**src/rtl/softmax_unit_p_pkg.sv**
```systemverilog
// Shared types and width helpers for the fixed-point softmax unit.
// The state order is the processing order: capture, max scan, exp, sum, divide, hand off.
package softmax_unit_p_pkg;

    typedef enum logic [2:0] {
        S_IDLE = 3'd0,
        S_MAX  = 3'd1,
        S_EXP  = 3'd2,
        S_SUM  = 3'd3,
        S_DIV  = 3'd4,
        S_DONE = 3'd5
    } state_e;

    // Fixed-point 1.0 for a given number of fractional bits.
    function automatic int fx_one(input int frac);
        return 1 << frac;
    endfunction

    // The sum of N values each <= 1.0 needs $clog2(N) extra integer bits.
    function automatic int sum_width(input int w, input int n);
        return w + $clog2(n);
    endfunction

    // Dividend is e shifted left by FRAC so the quotient lands in FRAC fractional bits.
    function automatic int div_width(input int w, input int frac);
        return w + frac;
    endfunction

endpackage

```
**src/rtl/softmax_unit_p_divider.sv**
```systemverilog
// Unsigned restoring divider producing Q_W quotient bits, one bit per cycle after a start cycle.
// The caller guarantees the quotient fits in Q_W bits, so only the low Q_W dividend bits are shifted in.
module seq_divider #(
    parameter int DVD_W = 24,
    parameter int DVS_W = 20,
    parameter int Q_W   = 9
) (
    input  logic             clk,
    input  logic             rst_n,
    input  logic             start,
    input  logic [DVD_W-1:0] dividend,
    input  logic [DVS_W-1:0] divisor,
    output logic             busy,
    output logic             done,
    output logic [Q_W-1:0]   quotient
);

    localparam int CW = $clog2(Q_W);

    logic             active_r;
    logic [CW-1:0]    cnt_r;
    logic [DVS_W-1:0] rem_r;
    logic [DVS_W-1:0] dvs_r;
    logic [Q_W-1:0]   dvd_r;
    logic [Q_W-1:0]   quot_r;

    logic [DVS_W:0]   trial;
    logic             ge;
    logic [DVS_W-1:0] rem_nx;
    logic [Q_W-1:0]   quot_nx;

    always_comb begin
        trial   = {rem_r, dvd_r[Q_W-1]};
        ge      = (trial >= {1'b0, dvs_r});
        rem_nx  = ge ? DVS_W'(trial - {1'b0, dvs_r}) : DVS_W'(trial);
        quot_nx = Q_W'({quot_r, ge});
    end

    // done and quotient are valid during the final iteration cycle so the caller loses no cycle.
    assign busy     = active_r;
    assign done     = active_r && (cnt_r == CW'(Q_W - 1));
    assign quotient = quot_nx;

    always_ff @(posedge clk) begin
        if (!rst_n) begin
            active_r <= 1'b0;
            cnt_r    <= '0;
            rem_r    <= '0;
            dvs_r    <= '0;
            dvd_r    <= '0;
            quot_r   <= '0;
        end else if (start && !active_r) begin
            rem_r    <= DVS_W'(dividend >> Q_W);
            dvd_r    <= Q_W'(dividend);
            dvs_r    <= divisor;
            quot_r   <= '0;
            cnt_r    <= '0;
            active_r <= 1'b1;
        end else if (active_r) begin
            rem_r  <= rem_nx;
            dvd_r  <= dvd_r << 1;
            quot_r <= quot_nx;
            cnt_r  <= cnt_r + CW'(1);
            if (done) active_r <= 1'b0;
        end
    end

endmodule

```
**src/rtl/softmax_unit_p.sv**
```systemverilog
// Fixed-latency softmax over N signed fixed-point logits with a 2nd-order exp approximation.
// Handshake: a vector transfers when in_valid && in_ready; a result is consumed when out_valid && out_ready.
module softmax_unit_p
    import softmax_unit_p_pkg::*;
#(
    parameter int N    = 10,
    parameter int W    = 16,
    parameter int FRAC = 8
) (
    input  logic                 clk,
    input  logic                 rst_n,
    input  logic [N*W-1:0]       in_data,
    input  logic                 in_valid,
    output logic                 in_ready,
    output logic [N*W-1:0]       out_data,
    output logic [$clog2(N)-1:0] out_argmax,
    output logic                 out_valid,
    input  logic                 out_ready,
    output logic                 busy,
    output state_e               dbg_state
);

    localparam int IW  = $clog2(N);
    localparam int SW  = sum_width(W, N);
    localparam int DW  = div_width(W, FRAC);
    localparam int QW  = FRAC + 1;
    localparam int ONE = fx_one(FRAC);

    localparam logic signed [W-1:0] MOST_NEG = {1'b1, {(W-1){1'b0}}};
    localparam logic signed [W:0]   ONE_X    = (W+1)'(ONE);
    localparam logic signed [W:0]   NEG_ONE  = (W+1)'(-ONE);

    state_e state_r, state_nx;

    logic [IW-1:0]       idx_r;
    logic                last;
    logic signed [W-1:0] v_r [N];
    logic [W-1:0]        e_r [N];
    logic [W-1:0]        q_r [N];
    logic signed [W-1:0] max_r;
    logic [IW-1:0]       amax_r;
    logic [SW-1:0]       sum_r;

    logic signed [W:0]     x;
    logic signed [2*W+1:0] sq;
    logic signed [W:0]     e_w;
    logic [W-1:0]          e_val;

    logic          div_start, div_busy, div_done;
    logic [QW-1:0] div_q;

    assign last = (idx_r == IW'(N - 1));

    // x <= 0 always; below -1.0 the quadratic is no longer a useful fit, so e is forced to 0.
    always_comb begin
        x     = (W+1)'(v_r[idx_r]) - (W+1)'(max_r);
        sq    = (2*W+2)'(x) * (2*W+2)'(x);
        e_w   = ONE_X + x + (W+1)'(sq >>> (FRAC + 1));
        e_val = (x >= NEG_ONE) ? W'(e_w) : '0;
    end

    seq_divider #(
        .DVD_W (DW),
        .DVS_W (SW),
        .Q_W   (QW)
    ) u_div (
        .clk      (clk),
        .rst_n    (rst_n),
        .start    (div_start),
        .dividend (DW'(e_r[idx_r]) << FRAC),
        .divisor  (sum_r),
        .busy     (div_busy),
        .done     (div_done),
        .quotient (div_q)
    );

    always_ff @(posedge clk) begin
        if (!rst_n) state_r <= S_IDLE;
        else        state_r <= state_nx;
    end

    always_comb begin
        state_nx  = state_r;
        in_ready  = (state_r == S_IDLE);
        out_valid = (state_r == S_DONE);
        busy      = (state_r != S_IDLE);
        div_start = (state_r == S_DIV) && !div_busy;
        dbg_state = state_r;
        case (state_r)
            S_IDLE:  if (in_valid)             state_nx = S_MAX;
            S_MAX:   if (last)                 state_nx = S_EXP;
            S_EXP:   if (last)                 state_nx = S_SUM;
            S_SUM:   if (last)                 state_nx = S_DIV;
            S_DIV:   if (div_done && last)     state_nx = S_DONE;
            S_DONE:  if (out_ready)            state_nx = S_IDLE;
            default:                           state_nx = S_IDLE;
        endcase
    end

    always_ff @(posedge clk) begin
        if (!rst_n) begin
            idx_r      <= '0;
            max_r      <= MOST_NEG;
            amax_r     <= '0;
            sum_r      <= '0;
            out_data   <= '0;
            out_argmax <= '0;
            for (int i = 0; i < N; i++) begin
                v_r[i] <= '0;
                e_r[i] <= '0;
                q_r[i] <= '0;
            end
        end else begin
            case (state_r)
                S_IDLE: if (in_valid) begin
                    for (int i = 0; i < N; i++) v_r[i] <= in_data[i*W +: W];
                    max_r  <= MOST_NEG;
                    amax_r <= '0;
                    sum_r  <= '0;
                    idx_r  <= '0;
                end
                S_MAX: begin
                    if (v_r[idx_r] > max_r) begin
                        max_r  <= v_r[idx_r];
                        amax_r <= idx_r;
                    end
                    idx_r <= last ? '0 : idx_r + IW'(1);
                end
                S_EXP: begin
                    e_r[idx_r] <= e_val;
                    idx_r      <= last ? '0 : idx_r + IW'(1);
                end
                S_SUM: begin
                    sum_r <= sum_r + SW'(e_r[idx_r]);
                    idx_r <= last ? '0 : idx_r + IW'(1);
                end
                S_DIV: if (div_done) begin
                    q_r[idx_r] <= W'(div_q);
                    idx_r      <= last ? '0 : idx_r + IW'(1);
                    // Results publish only on DONE entry; the last quotient bypasses q_r.
                    if (last) begin
                        for (int j = 0; j < N; j++)
                            out_data[j*W +: W] <= (j == N - 1) ? W'(div_q) : q_r[j];
                        out_argmax <= amax_r;
                    end
                end
                default: ;
            endcase
        end
    end

endmodule

```
**config.mk**
```make
export PLATFORM = sky130hd
export DESIGN_NAME = softmax_unit_p
export DESIGN_NICKNAME = d
export VERILOG_FILES = /design/src/rtl/softmax_unit_p_pkg.sv /design/src/rtl/softmax_unit_p_divider.sv /design/src/rtl/softmax_unit_p.sv
export SDC_FILE = /design/constraint.sdc
export NUM_CORES = 2
export LEC_CHECK = 0
export ABC_CLOCK_PERIOD_IN_PS = 17700
export CORE_MARGIN = 4
export CORE_UTILIZATION = 55
export DETAILED_ROUTE_END_ITERATION = 12
export PLACE_DENSITY = 0.76
export SLEW_MARGIN = 40
export SYNTH_ARGS = -nofsm -noshare
export SYNTH_HDL_FRONTEND = slang
export SYNTH_SLANG_ARGS = --single-unit
```
**constraint.sdc**
```tcl
create_clock -name clk -period 17.7 [get_ports clk]
set_input_delay 3.54 -clock clk [delete_from_list [all_inputs] [get_ports clk]]
set_output_delay 3.54 -clock clk [all_outputs]
set_load 0.01 [all_outputs]
```
# After elaboration in Yosys (flattened, before gate mapping)
# Memories as Yosys holds them, arrays and structs flattened. A register that Yosys moved wholly into a read port is not among the register bits.
# Index checks and enable logic that the tools add are counted.
dict set report word_totals {
  register_bits 258
  ram_bits 410
  input_bits 164
  out_inout_bits 170
  wordCells 142
  memories 3
}
# name words word_bits rd rd_ports_with_merged_regs write_ports line
set memory_table {}
lappend memory_table {e_r 10 16 1 1 10 softmax_unit_p.sv:38} ;# logic [W-1:0] e_r [N];
lappend memory_table {v_r 10 16 1 1 10 softmax_unit_p.sv:37} ;# logic signed [W-1:0] v_r [N];
lappend memory_table {q_r 10 9 9 9 10 softmax_unit_p.sv:39} ;# logic [W-1:0] q_r [N];
dict set report classes {
  addsub 7
  multipliers 1
  n_lt_le_gt_ge 3
  n_eq_ne 15
  n_mux 59
  bitwise 11
  n_reduce_logical 29
}
# cell n
set ops {}
lappend ops {{16-bit two-way mux} 14}
lappend ops {{20-bit two-way mux} 2}
lappend ops {{4-bit two-way mux} 10}
lappend ops {{20-bit case mux with 2 select lines} 1}
lappend ops {{16-bit case mux with 2 select lines} 1}
lappend ops {{15-bit two-way mux} 2}
lappend ops {{9-bit two-way mux} 3}
lappend ops {{17-bit by 17-bit multiplier with 25-bit output} 1}
lappend ops {{21-bit by 20-bit greater-or-equal comparator with 1-bit output} 1}
lappend ops {{20-bit by 16-bit adder with 20-bit output} 1}
lappend ops {{20-bit subtractor} 1}
lappend ops {{3-bit two-way mux} 6}
lappend ops {{3-bit case mux with 6 select lines} 1}
lappend ops {{17-bit by 9-bit greater-or-equal comparator with 1-bit output (second input constant)} 1}
lappend ops {{1-bit two-way mux} 17}
lappend ops {{16-bit by 16-bit subtractor with 17-bit output} 1}
lappend ops {{10-bit by 16-bit adder with 16-bit output (first input constant)} 1}
lappend ops {{16-bit adder} 1}
lappend ops {{16-bit > comparator} 1}
lappend ops {{16-bit OR reduction} 1}
lappend ops {{2-bit inequality test (second input constant)} 6}
lappend ops {{4-bit case mux with 3 select lines} 1}
lappend ops {{1-bit logical NOT} 10}
lappend ops {{1-bit bitwise OR} 10}
lappend ops {{other kinds (18)} 31}

# Depth between registers and ports, before layout
dict set report logic_depth {
  depth_word 8
  ltp_mapped 48
}

# Modules after synthesis
# Synthesis repeated with hierarchy kept, for this count alone.
dict set report hier_totals {
  hier_cells 3515
  area_unflattened_um2 39955.8
}
# mod instances cells_each area_each_um2 seq_area_each_um2
set modules_own_cells {}
lappend modules_own_cells {softmax_unit_p 1 3044 36123.4 17827.1}
lappend modules_own_cells {seq_divider 1 471 3832.4 1241.2}

# Worst setup path before layout
# Ideal clock, no wire load.
dict set report synth_timing {
  path_kind {register to register}
  startpoint {reg with a tool-made name}
  endpoint {mem e_r[10][15] (data pin)}
  setup_ps 289
  arrival_time_ps 10807
  required_ps 17411
  path_slack_ps 6604
  path_stages_with_launch 42
  period_less_slack_ps 11096
  path_cell_list {dfxtp_1 clkbuf_1 clkbuf_1 mux4_2 mux2_2 o21ai_0 ha_1 inv_1 fa_1 a211oi_1 o21ai_1 and4_4 or3_1 a311oi_2 inv_2 nand2_1 fa_1 fa_1 [6 not listed] inv_1 ha_1 o21ai_0 a21o_1 a21oi_1 a21oi_1 o21ai_1 a21oi_1 ha_1 ha_1 and3_1 a32o_1 o31ai_1 o21ai_0 xnor3_2 xnor2_1 a22oi_2 nor2_1}
}
# item line
set synth_rtl {}
lappend synth_rtl {{to (decl)} softmax_unit_p.sv:38}

==> results.py <==
metrics = {
    "detailed_routing": {
        "route.vias.total": 26782,
        "viasPerCell": 5.71,
        "drc_errors": 0,
        "first_iter_violations": 2620,
        "postRouteAntennaNets": 0,
        "finalWirelength_um": 97400,
        "post_drt_wl_per_cell_um": 20.8,
        "dr.pass1.iters": 6,
    },
    "cts": {
        "cts_hold_buffers": 0,
        "postCtsResizedCells": 0,
        "cts-buffers-inserted": 72,
        "h-tree-depth": 3,
        "clockBufferDepth": 3,
        "post_cts_buffers": 0,
        "cts_tree": "built",
        "clock-sinks": 696,
        "clock_latency_ns": 0.62,
        "cts.root.buffer_cell": "clkbuf_16",
        "clk_pin_slew_worst_paths_ns": 0.06,
    },
    "placement": {
        "place_congestion": 0.916,
        "hpwl_um": 67800,
        "io_buffers": 263,
    },
    "job": {
        "drv_cap": 0,
    },
    "worst_setup_path": {
        "cpMostUsedCell": "fa_1",
        "r2r_setup_slack_ns": 5.01,
        "crit_path_end_kind": "register",
        "cp.required_ns": 18.00,
        "worstPathArrival_ns": 12.99,
        "cp_max_fo": 84,
        "crit_type": "reg -> reg",
        "critPathLaunchType": "register",
        "critPathSlowestCell": "a311oi_2",
        "slowest_delay_ns": 0.66,
    },
    "min_path": {
        "hold_class": "reg -> reg",
        "hp-start": "amax_r[1]",
    },
    "logic_synthesis": {
        "syn-cell-area_mm2": 0.0391,
        "synth-async-reset-ratio": 0,
        "synth_edf_count": 497,
        "seq_area_frac_synth": 0.484,
        "ys_warn_count": 0,
        "ys.flop_type": "edfxtp_1",
        "syn_inst": 3500,
        "syn_area_per_cell_um2": 11.2,
        "synth_cell_type_count": 85,
        "ys_seq_elements": 696,
    },
    "die": {
        "die_x_um": 275,
        "io_pins": 334,
        "dieArea_mm2": 0.0754,
        "die_h_um": 275,
        "initial_core_util": 0.556,
        "core_mm2": 0.0703,
        "rows": 97,
    },
    "timing": {
        "fin_crit_sh": 0.717,
        "fmax_mhz": 78.8,
        "rsz0062_at_grt": "false",
        "slew_violations": 0,
        "final-setup-viol-count": 0,
        "fin_tns_setup_ns": 0,
        "slew_headroom": 0.440,
        "hold_viol_final": 0,
        "min_period_ns": 12.69,
        "tightest_slew_ns": 0.835,
        "finClkSkew_ns": 0.0376,
    },
    "grt": {
        "grt.overflow.total": 0,
        "grt_max_degree": 124,
        "first_global_vias": 26590,
        "antenna_found_initial": 5,
        "grt_pass1_wl_um": 150000,
        "track_usage": 0.254,
    },
    "final_layout": {
        "mostFrequentLayoutCells": "edfxtp_1, nand2_1, inv_1, nor2_1, clkdlybuf4s50_1",
        "nets": 4198,
        "layout-drive-gt1-share": 0.0817,
        "final_common_cell": "edfxtp_1",
        "area_delta_synth_final_pct": 14.0,
    },
    "status": {
        "outcome": "complete, no violations",
    },
}
==> cell type report <==
type | count | area [um2]
antenna | 5 | 12.5
clock buffer | 96 | 1910
clock inverter | 37 | 329
fill | 5315 | 25700
inverter | 360 | 1360
multi-input combinational | 2256 | 17900
sequential | 696 | 18900
tap | 940 | 1180
timing repair buffer | 302 | 2950
==> through the flow <==
stage / worst slack (ns) / cell area (um2) / std cells / utilization / hold slack, ns
after floorplan: 6.60 / 39400 / 3569 / - / 0.432
after global placement: 5.13 / 42200 / 4554 / 0.601 / 0.441
after detailed placement: 5.16 / 42300 / 4554 / 0.602 / 0.445
after CTS: 5.11 / 44500 / 4687 / 0.634 / 0.445
after global routing: 4.16 / 44600 / 4691 / 0.634 / 0.459
final: 5.01 / 44600 / 4692 / 0.634 / 0.441
==> per-layer routing <==
layer,wire (um),share of wire,global-route usage
met1,38200,0.39,0.345
met2,49300,0.51,0.424
met3,6670,0.068,0.0369
met4,3320,0.034,0.0886
met5,0,0,0
==> cells in the mapped netlist (28+ instances only) <==
library cell	n	area [um2]
inv_1	353	1330
xnor2_1	46	403
clkbuf_1	147	552
xor2_1	35	307
nor2_1	272	1020
a211oi_1	28	210
mux4_2	112	2520
edfxtp_1	497	14900
a21o_1	30	225
fa_1	193	3860
ha_1	153	1910
nor2b_1	28	175
buf_4	70	526
dfxtp_1	199	3980
o21ai_0	55	275
and3_1	167	1040
mux2i_1	49	490
nand3_1	55	275
a21oi_1	225	1130
nand2b_1	28	175
nand2_1	430	1610
nor3_1	92	460
and2_1	40	250
==> kinds of logic (layout without fill, tap and decap cells) <==
logic type               Yosys count  count (layout)  share of synthesized area
AND/OR/NAND/NOR                 1170            1170                      0.140
flip-flops                       696             696                      0.484
adder cells (fa/ha/maj)          346             346                      0.148
buffers and inverters            617             795                     0.0673
AO/OA/AOI/OAI                    425             425                     0.0643
other                              1              75                  0.0000959
XOR/XNOR                          83              83                     0.0193
multiplexers                     162             162                     0.0774
==> critical path: cells and delay by family, from the launching register on <==
family / cells / cell delay (ns)
AOI/OAI and AO/OA: 14 / 3.59
xor gates and xnor gates: 2 / 0.57
adders and majority gates: 11 / 4.69
buffers and inverters: 6 / 0.99
DFF: 1 / 0.35
muxes: 2 / 0.90
and+or+nand+nor: 5 / 1.18
==> registers in the layout, summed over array words and instances, names as in the netlist, 3 cells and up, named ones only <==
signal / count
amax_r: 4
dbg_state: 3
e_r: 256
idx_r: 4
max_r: 16
out_argmax: 4
out_data: 90
q_r: 81
sum_r: 20
u_div.cnt_r: 4
u_div.dvs_r: 20
u_div.quot_r: 8
u_div.rem_r: 20
v_r: 160
==> worst paths after layout <==
check / endpoint / cells past startpoint
worst max-delay path: e_r[14][15] / 40
worst min register to register: out_argmax[1] / 2
worst min-delay path: out_argmax[1] / 2
worst max register to register: e_r[14][15] / 40
Power is left out: the tool's default activity adds up to more than one toggle a clock period on the data nets, which glitch-free logic cannot reach.
